<file path="config.mk">
export PLATFORM = sky130hd
export DESIGN_NAME = sr_button_driver
export DESIGN_NICKNAME = d
export VERILOG_FILES = /design/src/rtl/sr_lab_pkg.sv /design/src/rtl/debounce_sync.sv /design/src/rtl/sr_button_driver.sv
export SDC_FILE = /design/constraint.sdc
export NUM_CORES = 1
export LEC_CHECK = 0
export BUFFER_PORTS_ARGS = -buffer_cell sky130_fd_sc_hd__buf_4
export CAP_MARGIN = 20
export CORE_ASPECT_RATIO = 1.75
export CORE_MARGIN = 2
export CORE_UTILIZATION = 45
export CTS_BUF_LIST = sky130_fd_sc_hd__clkbuf_8
export CTS_CLUSTER_DIAMETER = 120
export CTS_CLUSTER_SIZE = 8
export DETAILED_ROUTE_END_ITERATION = 10
export SLEW_MARGIN = 5
export SYNTH_ARGS = -nofsm -noshare
export SYNTH_HDL_FRONTEND = slang
export SYNTH_SLANG_ARGS = --single-unit
</file>
<file path="constraint.sdc">
create_clock -name clk -period 4 [get_ports clk]
set_input_delay 0.2 -clock clk [delete_from_list [all_inputs] [get_ports clk]]
set_output_delay 0.2 -clock clk [all_outputs]
set_load 0.005 [all_outputs]
</file>
<file path="src/rtl/sr_lab_pkg.sv">
// Shared constants and helpers for the SR storage-element lab.
//   DEFAULT_DEBOUNCE_CYCLES : stable cycles needed to accept a new button level
//   CLK_HZ                  : board system clock frequency
//   Q_RESET_VAL             : value of Q after reset
//   sr_next_q()             : next stored state from debounced S/R levels
package sr_lab_pkg;

    localparam int       DEFAULT_DEBOUNCE_CYCLES = 1000000;
    localparam int       CLK_HZ                  = 100000000;
    localparam logic     Q_RESET_VAL             = 1'b0;

    // Next value of the stored bit. When both inputs are high the result is
    // fixed by reset_wins so the illegal case never oscillates.
    function automatic logic sr_next_q(
        input logic q,
        input logic s,
        input logic r,
        input logic reset_wins
    );
        logic q_next;
        case ({s, r})
            2'b10:   q_next = 1'b1;
            2'b01:   q_next = 1'b0;
            2'b11:   q_next = ~reset_wins;
            default: q_next = q;
        endcase
        return q_next;
    endfunction

endpackage

</file>
<file path="src/rtl/debounce_sync.sv">
// Two-flop synchroniser, debounce counter and rising-edge pulse for one
// raw button/switch input.
//   clk        : system clock, rising edge
//   rst_n      : synchronous active-low reset
//   raw        : asynchronous raw input
//   level      : debounced level (registered)
//   rise_pulse : one-cycle pulse, one cycle after level rises (registered)
module debounce_sync
    import sr_lab_pkg::*;
#(
    parameter int DEBOUNCE_CYCLES = DEFAULT_DEBOUNCE_CYCLES,
    parameter int CNT_W           = $clog2(DEBOUNCE_CYCLES + 1)
) (
    input  logic clk,
    input  logic rst_n,
    input  logic raw,
    output logic level,
    output logic rise_pulse
);

    localparam logic [CNT_W-1:0] CNT_LAST = CNT_W'(DEBOUNCE_CYCLES - 1);

    logic             sync1_r;
    logic             sync2_r;
    logic [CNT_W-1:0] cnt_r;
    logic             level_r;
    logic             level_prev_r;
    logic             pulse_r;

    // Bring the raw input into the clock domain.
    always_ff @(posedge clk) begin
        if (!rst_n) begin
            sync1_r <= 1'b0;
            sync2_r <= 1'b0;
        end else begin
            sync1_r <= raw;
            sync2_r <= sync1_r;
        end
    end

    // Accept a new level only after it has differed from the current level
    // for DEBOUNCE_CYCLES consecutive cycles; any agreeing cycle restarts.
    always_ff @(posedge clk) begin
        if (!rst_n) begin
            cnt_r   <= {CNT_W{1'b0}};
            level_r <= 1'b0;
        end else if (sync2_r == level_r) begin
            cnt_r   <= {CNT_W{1'b0}};
        end else if (cnt_r == CNT_LAST) begin
            cnt_r   <= {CNT_W{1'b0}};
            level_r <= sync2_r;
        end else begin
            cnt_r   <= cnt_r + CNT_W'(1);
        end
    end

    // Registered rising-edge detector on the debounced level.
    always_ff @(posedge clk) begin
        if (!rst_n) begin
            level_prev_r <= 1'b0;
            pulse_r      <= 1'b0;
        end else begin
            level_prev_r <= level_r;
            pulse_r      <= level_r & ~level_prev_r;
        end
    end

    assign level      = level_r;
    assign rise_pulse = pulse_r;

endmodule

</file>
<file path="src/rtl/sr_button_driver.sv">
// Glitch-free registered SR storage element driven by two raw buttons.
//   clk      : 100 MHz system clock, rising edge
//   rst_n    : synchronous active-low reset
//   S_raw    : raw set input       R_raw   : raw reset input
//   S_db     : debounced set       R_db    : debounced reset
//   S_pulse  : set rise pulse      R_pulse : reset rise pulse
//   Q, Q_bar : stored state and its complement (registered together)
//   invalid  : high while both debounced inputs are high
module sr_button_driver
    import sr_lab_pkg::*;
#(
    parameter int DEBOUNCE_CYCLES = DEFAULT_DEBOUNCE_CYCLES,
    parameter bit RESET_WINS      = 1'b1
) (
    input  logic clk,
    input  logic rst_n,
    input  logic S_raw,
    input  logic R_raw,
    output logic S_db,
    output logic R_db,
    output logic S_pulse,
    output logic R_pulse,
    output logic Q,
    output logic Q_bar,
    output logic invalid
);

    localparam int CNT_W = $clog2(DEBOUNCE_CYCLES + 1);

    logic s_db_s;
    logic r_db_s;
    logic q_next_s;
    logic invalid_next_s;
    logic q_r;
    logic q_bar_r;
    logic invalid_r;

    debounce_sync #(
        .DEBOUNCE_CYCLES (DEBOUNCE_CYCLES),
        .CNT_W           (CNT_W)
    ) u_set (
        .clk        (clk),
        .rst_n      (rst_n),
        .raw        (S_raw),
        .level      (s_db_s),
        .rise_pulse (S_pulse)
    );

    debounce_sync #(
        .DEBOUNCE_CYCLES (DEBOUNCE_CYCLES),
        .CNT_W           (CNT_W)
    ) u_reset (
        .clk        (clk),
        .rst_n      (rst_n),
        .raw        (R_raw),
        .level      (r_db_s),
        .rise_pulse (R_pulse)
    );

    // Next state and illegal-input flag from the current debounced levels.
    always_comb begin
        q_next_s       = sr_next_q(q_r, s_db_s, r_db_s, RESET_WINS);
        invalid_next_s = 1'b0;
        if (s_db_s && r_db_s) begin
            invalid_next_s = 1'b1;
        end else begin
            invalid_next_s = 1'b0;
        end
    end

    // State register; Q_bar is loaded from the same next value so the pair
    // can never be equal.
    always_ff @(posedge clk) begin
        if (!rst_n) begin
            q_r       <= Q_RESET_VAL;
            q_bar_r   <= ~Q_RESET_VAL;
            invalid_r <= 1'b0;
        end else begin
            q_r       <= q_next_s;
            q_bar_r   <= ~q_next_s;
            invalid_r <= invalid_next_s;
        end
    end

    assign S_db    = s_db_s;
    assign R_db    = r_db_s;
    assign Q       = q_r;
    assign Q_bar   = q_bar_r;
    assign invalid = invalid_r;

endmodule

</file>
==> summary.md <==
| Metric | Value |
|---|---|
| Grt total ovfl | `0` |
| Highest clock rate | `510 MHz` |
| Cell internal pwr | `662 uW` |
| Via count | `1716` |
| Post-Syn Nets | `253` |
| Die height | `97.1 microns` |
| Synth cell types | `35` |
| Clock skew | `0.0102 ns` |
| RSZ-0062 raised after global routing | `false` |
| Pwr Total | `857 uW` |
| Post-synth EDFFs | `0` |
| Register area | `0.00106 sq mm` |
| Root buffer cell | `clkbuf_8` |
| Worst Hold Path EP | `u_set.sync1_r$_SDFF_PN0_` |
| Most common flop cell mapped by yosys | `dfxtp_1` |
| Gr usage total | `0.163` |
| DRT iter0 DRCs | `62` |
| Core box area | `0.00471 sq mm` |
| Pin count of the biggest net entering global routing | `21` |
| Critical path, cell by cell | `nand3_2 > or4_1 > or4_1 > a21oi_1` |
| Synth area leaders | `dfxtp_1 48%, xor2_1 6.3%, nor2_1 5.1%` |
| Lkg Pwr | `0.000786 uW` |
| CP max-delay cell | `or4_1` |
| Peak VDD IR | `259 uV` |
| List of most frequent post-synthesis cells | `53 x dfxtp_1, 30 x nor2_1, 16 x xor2_1` |
| Arr. time, crit path | `2.20 ns` |
| Hold Fails Final Rpt | `0` |
| Outcome | `finished, final reports clean` |
| Crit Path Max Fanout | `8` |
| Die area | `0.00555 sq mm` |
| Post-synthesis sequential area ratio | `0.476` |
| Flops & latches, synth | `53` |
| Most used cell, CP | `or4_1` |
| Worst Setup SP | `u_reset.cnt_r[10]$_SDFF_PP0_` |
| CTS tree | `yes` |
| Mapped cell area | `0.00223 sq mm` |
| Area growth syn-to-layout | `8.98%` |
| I/O pin count | `11` |
| Port buffer count | `10` |
| Routed WL | `4.01 mm` |
| Setup crit start kind | `flip-flop` |
| Setup TNS | `0 ns` |
| Kind of critical path | `reg -> reg` |
| Crit path required time | `4.24 ns` |
| Cells after Synth | `247` |
| Combinational share of power | `0.013` |
| Total CTS buffers | `5` |
| Post-synth top area cell | `dfxtp_1` |
| Post-Place Worst Slack | `2.06 ns` |
| Worst-Margin Slew | `0.795 ns` |
| Initial Util | `0.473` |
| Row count | `33` |
| Count leader, synth | `dfxtp_1` |
| Hold Crit Class | `in -> reg` |
| # placed instances | `301` |
| RR Startpoint | `u_reset.cnt_r[10]$_SDFF_PP0_` |
| Post-cts gate resize count | `0` |
| Fraction of layout cells with a size suffix above 1 | `0.101` |
| Share of the synthesized area in the top cell type | `0.476` |
| Pwr dens | `353 mW/mm^2` |
| Initial DRT Pass Iterations | `4` |
| Hold Crit Start | `S_raw` |
| Initial antenna violation count | `0` |
| Grt met1 use | `0.174` |
| Nets | `262` |
| Sum of net half-perimeters after detailed placement | `2.87 mm` |
| Per-cell routed wire length | `13.0 microns` |
| Area of the multi-input gates | `0.00108 sq mm` |
| Sequential fraction of design power | `0.620` |
| First-pass GRT wire length | `7.45 mm` |
| Number of global-route vias before repair | `1798` |
| CTS Hold Bufs | `0` |
| Num Clock Sinks | `53` |
| Fin. max-slew vios | `0` |
| H-tree depth | `2` |
| Max Cap Viol | `0` |
| Syn. warnings | `0` |
| Hold path depth | `2` |
| Busiest grt layer | `met2` |
| DR DRC count | `0` |
| Clk_lat worst skew | `0.31 ns` |
| CP Capture Type | `flip-flop` |
| R2R cell count | `4` |
| Die X | `57.2 microns` |
| # setup viols final | `0` |
| Clock share of power | `0.368` |
| Final GP Congestion | `0.792` |
| Clk slew on worst S/H paths | `0.10 ns` |
| Setup bufs post-CTS | `0` |
| Sw Share | `0.228` |
| R2R Setup Slk | `2.04 ns` |
| Worst slew margin relative to its limit | `0.468` |
| R2R Path End | `u_reset.cnt_r[17]$_SDFF_PP0_` |
| FFs w/ async S/R, synth | `0` |
| Final worst-path cycle share | `0.490` |
| Fill count | `472` |
| Minimum clock period | `1.96 ns` |
| Non-Filler Instances | `309` |
| Antenna Nets Post-Route | `0` |
| Psw | `195 uW` |
| Met2 usage | `0.294` |
| Avg Cell Area, Syn | `9.02 sq um` |
| Antenna diode count | `0` |
| Setup WS post-layout | `2.04 ns` |
| Routed vias/inst | `5.55` |
| Clock Path Buffers | `2` |
| Max stage delay on crit path | `0.65 ns` |
| Met3 Use GR | `0.0253` |
-- cell families (layout without fill, tap and decap cells) --
group                      Yosys count  after routing  synth area share
AOI/OAI and AO/OA                   28             28            0.0752
buffers and inverters               21             31            0.0393
DFF                                 53             53             0.476
adders and majority gates            2              2            0.0112
and+or+nand+nor                    116            116             0.292
xor gates and xnor gates            27             27             0.106
-- critical path: cells and delay by family (launching register included) --
| family | cells | cell delay, ns |
|---|---|---|
| simple gates | 3 | 1.28 |
| flops | 1 | 0.46 |
| compound gates | 1 | 0.14 |
-- metal layers --
metal | part of all wire | vias up | wire (microns)
li1 | - | 885 | -
met1 | 0.40 | 807 | 1610
met2 | 0.55 | 12 | 2200
met3 | 0.016 | 12 | 63
met4 | 0.032 | 0 | 129
met5 | 0 | - | 0
-- cell type report --
type,instances,area share
multi-input cells,173,0.445
flip-flops and latches,53,0.437
inverters,12,0.0185
clock inverters,3,0.0108
clock buffers,5,0.0283
repair buffers,11,0.0340
well taps,52,0.0268
-- registers in the layout (all words and copies together) (netlist names) --
| register | count |
|---|---|
| u_set.cnt_r | 20 |
| u_set.level_prev_r | 1 |
| u_set.sync2_r | 1 |
| invalid | 1 |
| Q | 1 |
| u_reset.rise_pulse | 1 |
| u_reset.cnt_r | 20 |
| u_reset.level_prev_r | 1 |
| u_set.level | 1 |
| Q_bar | 1 |
| u_reset.sync1_r | 1 |
| u_reset.sync2_r | 1 |
| u_set.sync1_r | 1 |
| u_set.rise_pulse | 1 |
| u_reset.level | 1 |
-- per-stage QoR --
| step | util | area, sq um | hold WS [ns] |
|---|---|---|---|
| 2_1_floorplan | - | 2230 | 0.327 |
| 3_3_place_gp | 0.496 | 2330 | 0.373 |
| 3_5_place_dp | 0.496 | 2330 | 0.378 |
| 4_1_cts | 0.516 | 2430 | 0.0799 |
| 5_1_grt | 0.516 | 2430 | 0.0987 |
| 6_report | 0.516 | 2430 | 0.0861 |
-- worst max-delay path by stage --
stage | end | slack, ns | cells past startpoint
final | u_reset.cnt_r[17]$_SDFF_PP0_ | 2.04 | 4
after global routing | u_reset.cnt_r[19]$_SDFF_PP0_ | 1.90 | 4
after CTS | u_reset.cnt_r[17]$_SDFF_PP0_ | 2.04 | 4
after detailed placement | u_reset.cnt_r[17]$_SDFF_PP0_ | 2.06 | 4
after global placement | u_reset.cnt_r[19]$_SDFF_PP0_ | 2.08 | 4
after floorplan | u_reset.cnt_r[17]$_SDFF_PP0_ | 2.21 | 5
-- layout by cell type (no fill, tap or decap), drive strengths merged --
cell type   n
dfxtp      53
nor2       30
xor2       16
nand3      15
a21oi      13
inv        13
xnor2      11
buf        11
nand2      11
nand4       9
and2        8
or4         8
o31ai       7
and3        6
o21ai       6
or3         6
nor4        5
clkbuf      5
nor3        4
or2         3
and4        3
or4b        2
nor4b       2
ha          2
clkinvlp    2
o211ai      2
nor3b       1
nor4bb      1
nand4b      1
nor2b       1
-- power groups by stage --
stage                     sequential [uW]  clock [uW]  combinational (uW)
after floorplan                       543           0                7.64
after global placement                543           0                11.0
after detailed placement              543           0                11.1
after CTS                             531         331                11.1
after global routing                  532         343                12.3
final                                 531         315                10.8
Note: power is estimated with default switching activity, not from simulation.
